## config.mk

```make
export PLATFORM = sky130hd
export DESIGN_NAME = sb_reg_access_ctrl
export DESIGN_NICKNAME = d
export VERILOG_FILES = /design/src/rtl/sb_reg_access_ctrl.sv
export SDC_FILE = /design/constraint.sdc
export NUM_CORES = 1
export LEC_CHECK = 0
export CAP_MARGIN = 20
export CORE_ASPECT_RATIO = 1.5
export CORE_MARGIN = 5
export CORE_UTILIZATION = 31
export DETAILED_ROUTE_END_ITERATION = 12
export HOLD_SLACK_MARGIN = 0.1
export SETUP_SLACK_MARGIN = 0.3
export SLEW_MARGIN = 20
export SYNTH_ARGS = -nofsm -noshare
export SYNTH_HDL_FRONTEND = slang
export SYNTH_SLANG_ARGS = --single-unit
```

## constraint.sdc

```tcl
create_clock -name fsm_clk -period 3.5 [get_ports fsm_clk]
set_input_delay 0.875 -clock fsm_clk [delete_from_list [all_inputs] [get_ports fsm_clk]]
set_output_delay 0.875 -clock fsm_clk [all_outputs]
set_load 0.01 [all_outputs]
```

## src/rtl/sb_reg_access_ctrl.sv

```systemverilog
// Sideband register-file access controller: round-robin arbitration between the link FSM
// and the remote sideband handler, byte-serialised writes and 24-bit reads with ack/err.
module sb_reg_access_ctrl #(
   parameter int MAX_ADDR = 156,
   parameter int ADDR_W   = 8
) (
   input  logic              fsm_clk,
   input  logic              rst,

   input  logic              r0_req,
   input  logic              r0_write,
   input  logic [ADDR_W-1:0] r0_addr,
   input  logic [1:0]        r0_len,
   input  logic [23:0]       r0_wdata,
   output logic              r0_ack,
   output logic              r0_err,
   output logic [23:0]       r0_rdata,

   input  logic              r1_req,
   input  logic              r1_write,
   input  logic [ADDR_W-1:0] r1_addr,
   input  logic [1:0]        r1_len,
   input  logic [23:0]       r1_wdata,
   output logic              r1_ack,
   output logic              r1_err,
   output logic [23:0]       r1_rdata,

   output logic              s_read,
   output logic              s_write,
   output logic [ADDR_W-1:0] s_address,
   output logic [7:0]        s_data,
   input  logic [23:0]       sb_read
);

   typedef enum logic [2:0] {IDLE, WR, RD, RDWAIT, DONE} state_t;
   typedef logic [ADDR_W:0] ext_addr_t;

   localparam ext_addr_t MAX_EXT = ext_addr_t'(MAX_ADDR);

   state_t            state, state_nxt;
   logic              last_grant, last_grant_nxt;
   logic              gnt, gnt_nxt;
   logic [ADDR_W-1:0] lat_addr, lat_addr_nxt;
   logic [1:0]        lat_len, lat_len_nxt;
   logic [23:0]       lat_wdata, lat_wdata_nxt;
   logic [1:0]        k, k_nxt, k_inc;

   logic              s_read_nxt, s_write_nxt;
   logic [ADDR_W-1:0] s_address_nxt;
   logic [7:0]        s_data_nxt;
   logic              r0_ack_nxt, r0_err_nxt, r1_ack_nxt, r1_err_nxt;

   logic              req_any, grant_id, sel_write, sel_fail;
   logic [ADDR_W-1:0] sel_addr;
   logic [1:0]        sel_len;
   logic [23:0]       sel_wdata;

   function automatic logic [7:0] byte_of(input logic [23:0] w, input logic [1:0] idx);
      case (idx)
         2'd0:    byte_of = w[7:0];
         2'd1:    byte_of = w[15:8];
         default: byte_of = w[23:16];
      endcase
   endfunction

   // The requester that would win if granted this cycle, and whether its request is legal.
   // Write end address is formed one bit wider so addr+len never wraps back into range.
   always_comb begin
      req_any = r0_req | r1_req;
      if (r0_req && r1_req) begin
         grant_id = ~last_grant;
      end else begin
         grant_id = r1_req;
      end
      sel_write = grant_id ? r1_write : r0_write;
      sel_addr  = grant_id ? r1_addr  : r0_addr;
      sel_len   = grant_id ? r1_len   : r0_len;
      sel_wdata = grant_id ? r1_wdata : r0_wdata;
      if (sel_write) begin
         sel_fail = (ext_addr_t'(sel_addr) + ext_addr_t'(sel_len)) > MAX_EXT;
      end else begin
         sel_fail = ext_addr_t'(sel_addr) > MAX_EXT;
      end
   end

   // Next state plus the value every output takes in that next state, so outputs are registered.
   always_comb begin
      state_nxt      = state;
      last_grant_nxt = last_grant;
      gnt_nxt        = gnt;
      lat_addr_nxt   = lat_addr;
      lat_len_nxt    = lat_len;
      lat_wdata_nxt  = lat_wdata;
      k_nxt          = k;
      k_inc          = k + 2'd1;
      s_read_nxt     = 1'b0;
      s_write_nxt    = 1'b0;
      s_address_nxt  = '0;
      s_data_nxt     = '0;
      r0_ack_nxt     = 1'b0;
      r0_err_nxt     = 1'b0;
      r1_ack_nxt     = 1'b0;
      r1_err_nxt     = 1'b0;

      case (state)
         IDLE: begin
            if (req_any) begin
               gnt_nxt        = grant_id;
               last_grant_nxt = grant_id;
               lat_addr_nxt   = sel_addr;
               lat_len_nxt    = sel_len;
               lat_wdata_nxt  = sel_wdata;
               k_nxt          = 2'd0;
               if (sel_fail) begin
                  state_nxt  = DONE;
                  r0_ack_nxt = ~grant_id;
                  r0_err_nxt = ~grant_id;
                  r1_ack_nxt = grant_id;
                  r1_err_nxt = grant_id;
               end else if (sel_write) begin
                  state_nxt     = WR;
                  s_write_nxt   = 1'b1;
                  s_address_nxt = sel_addr;
                  s_data_nxt    = sel_wdata[7:0];
               end else begin
                  state_nxt     = RD;
                  s_read_nxt    = 1'b1;
                  s_address_nxt = sel_addr;
               end
            end
         end
         WR: begin
            if (k == lat_len) begin
               state_nxt  = DONE;
               r0_ack_nxt = ~gnt;
               r1_ack_nxt = gnt;
            end else begin
               k_nxt         = k_inc;
               s_write_nxt   = 1'b1;
               s_address_nxt = lat_addr + ADDR_W'(k_inc);
               s_data_nxt    = byte_of(lat_wdata, k_inc);
            end
         end
         RD: begin
            state_nxt = RDWAIT;
         end
         RDWAIT: begin
            state_nxt  = DONE;
            r0_ack_nxt = ~gnt;
            r1_ack_nxt = gnt;
         end
         DONE: begin
            state_nxt = IDLE;
         end
         default: begin
            state_nxt = IDLE;
         end
      endcase
   end

   // Register file returns data the cycle after s_read, which is the RDWAIT cycle.
   always_ff @(posedge fsm_clk or negedge rst) begin
      if (!rst) begin
         state      <= IDLE;
         last_grant <= 1'b1;
         gnt        <= 1'b0;
         lat_addr   <= '0;
         lat_len    <= '0;
         lat_wdata  <= '0;
         k          <= '0;
         s_read     <= 1'b0;
         s_write    <= 1'b0;
         s_address  <= '0;
         s_data     <= '0;
         r0_ack     <= 1'b0;
         r0_err     <= 1'b0;
         r1_ack     <= 1'b0;
         r1_err     <= 1'b0;
         r0_rdata   <= '0;
         r1_rdata   <= '0;
      end else begin
         state      <= state_nxt;
         last_grant <= last_grant_nxt;
         gnt        <= gnt_nxt;
         lat_addr   <= lat_addr_nxt;
         lat_len    <= lat_len_nxt;
         lat_wdata  <= lat_wdata_nxt;
         k          <= k_nxt;
         s_read     <= s_read_nxt;
         s_write    <= s_write_nxt;
         s_address  <= s_address_nxt;
         s_data     <= s_data_nxt;
         r0_ack     <= r0_ack_nxt;
         r0_err     <= r0_err_nxt;
         r1_ack     <= r1_ack_nxt;
         r1_err     <= r1_err_nxt;
         if (state == RDWAIT) begin
            if (gnt) begin
               r1_rdata <= sb_read;
            end else begin
               r0_rdata <= sb_read;
            end
         end
      end
   end

endmodule
```

Word level (Yosys, flattened, before mapping):

Index checks and enable logic that the tools add are counted.
Widths: inputs -> output; s select.

* reduce and logical (&&, ||, !) cells: 9
* divide/modulo/power cells: 0
* equal/unequal tests: 8
* $add $sub $neg: 3
* bitwise logic cells: 4
* order comparisons: 2
* shift-type cells: 0
* $mul: 0
* mux-type cells: 43

Operator list (number)
* $mux 8: 8
* $pmux 8 s2: 3
* $mux 24: 1
* $mux 1: 19
* $pmux 3 s4: 1
* $add 8x2->9: 1
* $gt 9x8->1 const B: 1
* $mux 3: 3
* $add 8x2->8: 1
* $gt 8x8->1 const B: 1
* $mux 2: 4
* $reduce_and 2->1: 4
* $eq 3x2->1 const B: 2
* $ne 2x2->1 const B: 3
* $pmux 1 s3: 2
* $pmux 2 s2: 1
* $eq 3x1->1 const B: 1
* $logic_not 3->1: 1
* $not 1->1: 3
* $reduce_and 3->1: 1
* $add 2x1->2 const B: 1
* $eq 2x1->1 const B: 1
* $eq 2x2->1: 1
* $logic_not 2->1: 1
* 4 further kinds: 4

* bits in registers: 111
* bits of input ports: 98
* output and inout port bits: 70
* bits in writable memories: 0
* word-level logic and storage cells: 86
* memory bits (read-only): 0
* latch bits: 0
* memories: 0

Depth between registers and ports, before layout:

* depth in word-level cells: 9
* gate-level depth with buffers: 16
* mapped depth without buffers: 11

Worst setup path after synthesis:

Ideal clock, no wire load.

* kind: input-to-reg
* from: input r1_req
* to: register s_data[5]
* stages on the path: 16
* slack: -0.300 ns
* setup time: 0.104 ns
* arrival: 3.696 ns
* path buffers: 5
* data required time: 3.396 ns
* cells stage by stage: a21boi_2 > buf_6 > buf_2 > clkbuf_1 > nand2_1 > nand2_1 > ha_1 > fa_1 > o21ai_0 > nor3_1 > o31ai_1 > o21ai_0 > o21a_1 > buf_6 > buf_6 > o41ai_4

* cells in the longest elaborated chain, start to end: 9
* elaborated cells on any way between the ends: 15
* classes of those cells: add/sub: 1; order compare: 2; mux: 10; bitwise: 1; reduce/logical: 1

RTL lines
* from (decl): RTL line 19 `input logic r1_req,`
* $logic_and 1x1->1: RTL line 70 `if (r0_req && r1_req) begin`
* $mux 1 (*): RTL line 70
* $mux 2 (*): RTL line 77 `sel_len = grant_id ? r1_len : r0_len;`
* net sel_len[0]: RTL line 55 `logic [1:0] sel_len;`
* $add 8x2->9 (*): RTL line 80 `sel_fail = (ext_addr_t'(sel_addr) + ext_addr_t'(sel_len)) > MAX_EXT;`
* $gt 9x8->1 (*): RTL line 80
* $mux 1 (*): RTL line 79 `if (sel_write) begin`
* $mux 8 (*): RTL line 114 `if (sel_fail) begin`
* $mux 8 (*): RTL line 107 `if (req_any) begin`
* $pmux 8 s2 (*): RTL line 105 `case (state)`
* net s_data_nxt[5]: RTL line 50 `logic [7:0] s_data_nxt;`
* to (signal assigned): RTL line 192 `s_data <= s_data_nxt;`
* to (decl): RTL line 31 `output logic [7:0] s_data,`

Mark *: on every way through the listed nets, which the timed path passes. The rest lies on a longest branch.
A chain may end at the register's enable or synchronous reset.

Worst setup path after layout:

* from: input r0_addr[1]
* to: register state[2]

* cells in the longest elaborated chain, start to end: 7
* elaborated cells on any way between the ends: 8
* classes of those cells: add/sub: 1; order compare: 2; mux: 5

RTL lines
* from (decl): RTL line 12 `input logic [ADDR_W-1:0] r0_addr,`
* $mux 8 (*): RTL line 76 `sel_addr = grant_id ? r1_addr : r0_addr;`
* net sel_addr[1]: RTL line 54 `logic [ADDR_W-1:0] sel_addr;`
* $add 8x2->9: RTL line 80
* $gt 9x8->1: RTL line 80
* $mux 1 (*): RTL line 79
* $mux 3 (*): RTL line 114
* $mux 3 (*): RTL line 107
* $pmux 3 s4 (*): RTL line 105
* to (signal assigned): RTL line 182 `state <= state_nxt;`
* to (decl): RTL line 40 `state_t state, state_nxt;`

Mark *: on every way through the listed nets, which the timed path passes. The rest lies on a longest branch. The select of a mux whose other input is x is not followed.

==> results.md <==
Run status:
- The flow ran to the end, and the final reports show no timing, DRC or antenna violations.

Critical path:
- The endpoint identified for the worst register-to-register timing path is state[2].
- The source of the worst register-to-register timing path is last_grant.
- The worst reg-to-reg setup slack is just under 0.6 ns.
- Traced cell by cell, the critical path runs through clkdlybuf4s50_1 -> nand2_1 -> nand2_1 -> fa_1 -> buf_4 -> nand2_1 -> nor4_1 -> a41oi_1 -> nand3_1 -> o21a_4 -> buf_12 -> a311o_1.
- The maximum net fanout on the critical path is 5.
- The kind of cell adding the most delay to the critical path is buffers and inverters.
- Tracing the worst setup path back leads to its startpoint at r0_addr[1].
- Counting both buffers and inverters, the worst setup path holds a total of 3.
- The setup path with the least slack is of type primary input to flop.
- Measured in cells, the most critical reg-to-reg path has a length of 13.
- Data on the critical path is required at its endpoint by between 3 and 4 ns.
- The largest single stage delay on the critical path is 0.48 ns.
- STA classifies the critical path startpoint as a primary input.
- The data arrival time at the worst-slack endpoint is around 3.3 ns.
- The cell that appears most often on the critical path is nand2_1.
- The worst setup path is captured at a flop.
- Among all stages on the critical path, the largest delay is contributed by fa_1.

Pwr:
- The cell-internal power is 0.00404 W.
- The net load switching power is about 0.0022 W.
- The relative contribution of the clock network to total power is around 17%.
- The share of total power in combinational logic is between 40% and 50%.
- The power density relative to cell area is ~800 nW/um2.
- Summed over all cells, the static leakage comes to ~3.4 nW.
- The share of total power in sequential cells is 35.5%.
- The worst-case IR drop observed on VDD is between 300 and 400 uV.
- The switching fraction of total power is a little over a third.

STA:
- The final hold slack is 0.483 ns.
- The final count of pins violating max slew is 0.
- The total setup violations reported at the end of the flow is 0.
- The achievable frequency is 0.324 GHz.
- Setup repair after global routing left no endpoint under its margin.
- In this run the tightest slew margin relative to its limit is roughly 50%.
- The slew at the pin closest to its max-slew limit is a little over 0.7 ns.
- The final-report hold violation count is 0.
- The final sum of negative setup slack is 0 ns.
- Across the routed clock network, the largest skew measured is 0.00992 ns.
- Counting I/O delays and the setup requirement, the final critical path takes just over 3 ns.
- The part of the cycle the worst path needs is 88.3%.

Placed design:
- The sum of net half-perimeters after detailed placement is 12600 um.
- The congestion estimate from routability-driven global placement came to just under 0.9.
- The total of buffers placed on input and output ports is 167.

Global route:
- Entering global routing, the biggest net connects 50 pins.
- The number of global-route vias before repair came to approximately 4800.
- The initial antenna violation count is 0.
- The wire length of the first global-routing pass is 25100 um.
- The sum of overflow across all layers after global routing is 0.
- Global routing used between 10% and 20% of the available tracks across all layers.

CTS:
- The insertion delay of the later-clocked pin in the worst-skew pair is ~0.34 ns.
- The CTS tree is built.
- The clock passes through at most 2 buffers.
- The master cell of the clock root buffer is clkbuf_16.
- The H-tree generated during clock tree synthesis spans 3 levels.
- Clock-pin slew was measured on the worst setup and hold paths at ~0.070 ns.
- The clock net in this run drives a total of roughly 110 sinks.
- Clock tree synthesis inserted a total of 9 buffers.

Cells and area:
- From synthesis to final layout, the design area changed by 48.6%.
- The total inserted antenna cells is 0.
- The number of fill cells in the layout is 1599.
- In the final layout, the multi-input gates occupy around 2500 um2.
- The final layout contains between 700 and 800 nets.
- Registers take about 2800 um2.
- The fraction of layout instances using a drive strength above 1 is between 10% and 20%.

Die:
- The initial core utilization is a little under a third.
- From left edge to right edge, the die measures around 120 um.
- The floorplan has a little under 60 rows.
- The die is between 150 and 200 um tall.
- The number of primary I/O pins is approximately 170.
- After floorplanning, the core was sized to cover ~17000 um2.
- The die outline area is between 15000 and 20000 um2.

Worst hold path:
- The hold path endpoint is lat_wdata[7].
- The startpoint identified for the worst hold timing path is lat_wdata[7].
- The worst hold-check path type is flop to flop.
- The hold-critical path depth is 1.

Synth:
- The post-synthesis sequential element count is roughly 110.
- In the synthesized netlist the async set-or-reset flop fraction comes to between 90% and 100%.
- The sequential element share of the synthesized area is a little over half.
- The number of warnings issued by yosys is 0.
- Sorting the synthesized cells by area gives the leading types as dfrtp_1 (52%), mux2_2 (11%), nand2_1 (4.2%).
- After synthesis, the largest area contributor takes up between 50% and 60% of total cell area.
- The number of nets produced by synthesis is between 500 and 600.
- Yosys mapped the design onto 57 distinct sky130hd cell types.
- The synthesized instance count is 474.
- The synthesized area per cell is between 10 and 15 um2.
- After synthesis the cells add up to between 5000 and 6000 um2.
- The most common flop cell mapped by yosys is dfrtp_1.
- The library cell occupying the most area in the post-synthesis netlist is dfrtp_1.
- The synthesized design contains 0 enable-type register cells.

Route:
- The average via count per standard cell is between 5 and 6.
- For this block, the routed nets add up to about 16000 um of wire.
- For this run, design rule violations remaining after detail routing come to 0.
- The wire length per cell after detailed routing is ~19 um.
- The violation count after the first detailed-routing iteration is 244.
- The routed layout has 4508 vias.
- The antenna violation net count after detailed routing is 0.
- The number of iterations in the first detailed-routing pass is 4.

Job:
- The tool flagged a number of max-cap violations equal to 0.
## final cells by class
type,count,area share (%)
Clock buffer,10,3.03
Clock inverter,6,0.857
Inverter,8,0.381
Multi-Input combinational cell,327,31.8
Sequential cell,111,35.2
Tap cell,210,3.33
Timing Repair Buffer,202,25.4
## what timing repair did
action	in CTS	in global routing
hold buffers	0	0
resized for setup	27	10
pin swaps	11	10
setup buffers	4	2
gates cloned	2	0
setup endpoints to repair	23	19
## flip-flops by register name, indices dropped and copies added (netlist names)
name	cells
lat_len	2
lat_addr	8
s_write	1
s_address	8
r0_rdata	24
s_read	1
last_grant	1
r1_rdata	24
r1_err	1
s_data	8
r0_err	1
r1_ack	1
lat_wdata	24
state	3
k	2
gnt	1
r0_ack	1
## placed cells by master (no fill, tap or decap), types with 5 or more instances in the layout
cell type and count:
o211ai_1 8, a21o_1 12, a21oi_1 8, mux2i_1 12, clkbuf_16 9, o21ai_0 33, nand3_1 13, ha_1 5
xnor2_1 6, clkdlybuf4s50_1 159, o41ai_2 6, a22oi_1 22, nand2_1 55, nor2_1 22, inv_1 7, mux2_2 50
dfrtp_1 110, a221o_1 8, buf_4 32
## routing by layer
metal  GRT usage [%]  up-vias  routed length, um
met1            18.6     2165               6150
li1                -     2110                  -
met2            28.9      208               8370
met5               0        -                  0
met3            3.09       25               1240
met4            6.94        0                550
## power by group through the flow
| stage | combinational, W | sequential (W) | clock [W] |
|---|---|---|---|
| after floorplan | 0.00141 | 0.00233 | 0 |
| after global placement | 0.00281 | 0.00224 | 0 |
| after detailed placement | 0.00288 | 0.00226 | 0 |
| after CTS | 0.00297 | 0.00224 | 0.00108 |
| after global routing | 0.00329 | 0.00231 | 0.00112 |
| final | 0.00301 | 0.00223 | 0.00104 |
## worst max-delay path by stage
stage          cells past startpoint   endpoint  slack (ns)
6_report                          12   state[2]        0.41
2_1_floorplan                     16  s_data[5]        0.03
4_1_cts                           13   state[2]        0.31
3_5_place_dp                      13  s_data[3]       -0.39
5_1_grt                           12   state[2]        0.28
3_3_place_gp                      13   state[2]       -0.31
## per-stage QoR
step           std cells  cell area [um2]  worst slack (ns)  utilization [%]  power (W)
2_1_floorplan        474             5350            0.0349                -    0.00374
3_3_place_gp         849             7350            -0.310             43.7    0.00505
3_5_place_dp         849             7350            -0.392             43.7    0.00514
4_1_cts              871             7790             0.309             46.2    0.00629
5_1_grt              874             7890             0.281             46.8    0.00672
6_report             874             7890             0.411             46.8    0.00628
## logic make-up after synthesis
kind of cell / after synthesis / share of synthesized area, %
buffers and inverters: 36 / 3.14
adder cells (fa/ha/maj): 8 / 2.17
AND/OR/NAND/NOR: 120 / 10.0
AO/OA/AOI/OAI: 127 / 17.6
XOR/XNOR: 8 / 1.32
multiplexers: 64 / 13.4
flip-flops: 111 / 52.4
## synthesized netlist by cell type (6+ instances only)
cell	count
a21o_1	12
a21oi_1	8
a221o_1	8
a22oi_1	22
clkbuf_1	18
dfrtp_1	110
ha_1	6
inv_1	7
mux2_2	50
mux2i_1	12
nand2_1	59
nand3_1	13
nor2_1	23
o211ai_1	8
o21ai_0	35
o41ai_1	8
xnor2_1	6
## worst register-to-register path: stages, from the launching register on
cell and delay [ns]:
dfstp_2 0.58, a21boi_4 0.09, buf_4 0.15, nand2_1 0.08, nand2_1 0.09, fa_1 0.48, buf_4 0.18, nand2_1 0.06
nor4_1 0.05, a41oi_1 0.26, nand3_1 0.14, o21a_4 0.19, buf_12 0.15, a311o_1 0.30
Note: power is estimated with default switching activity, not from simulation.
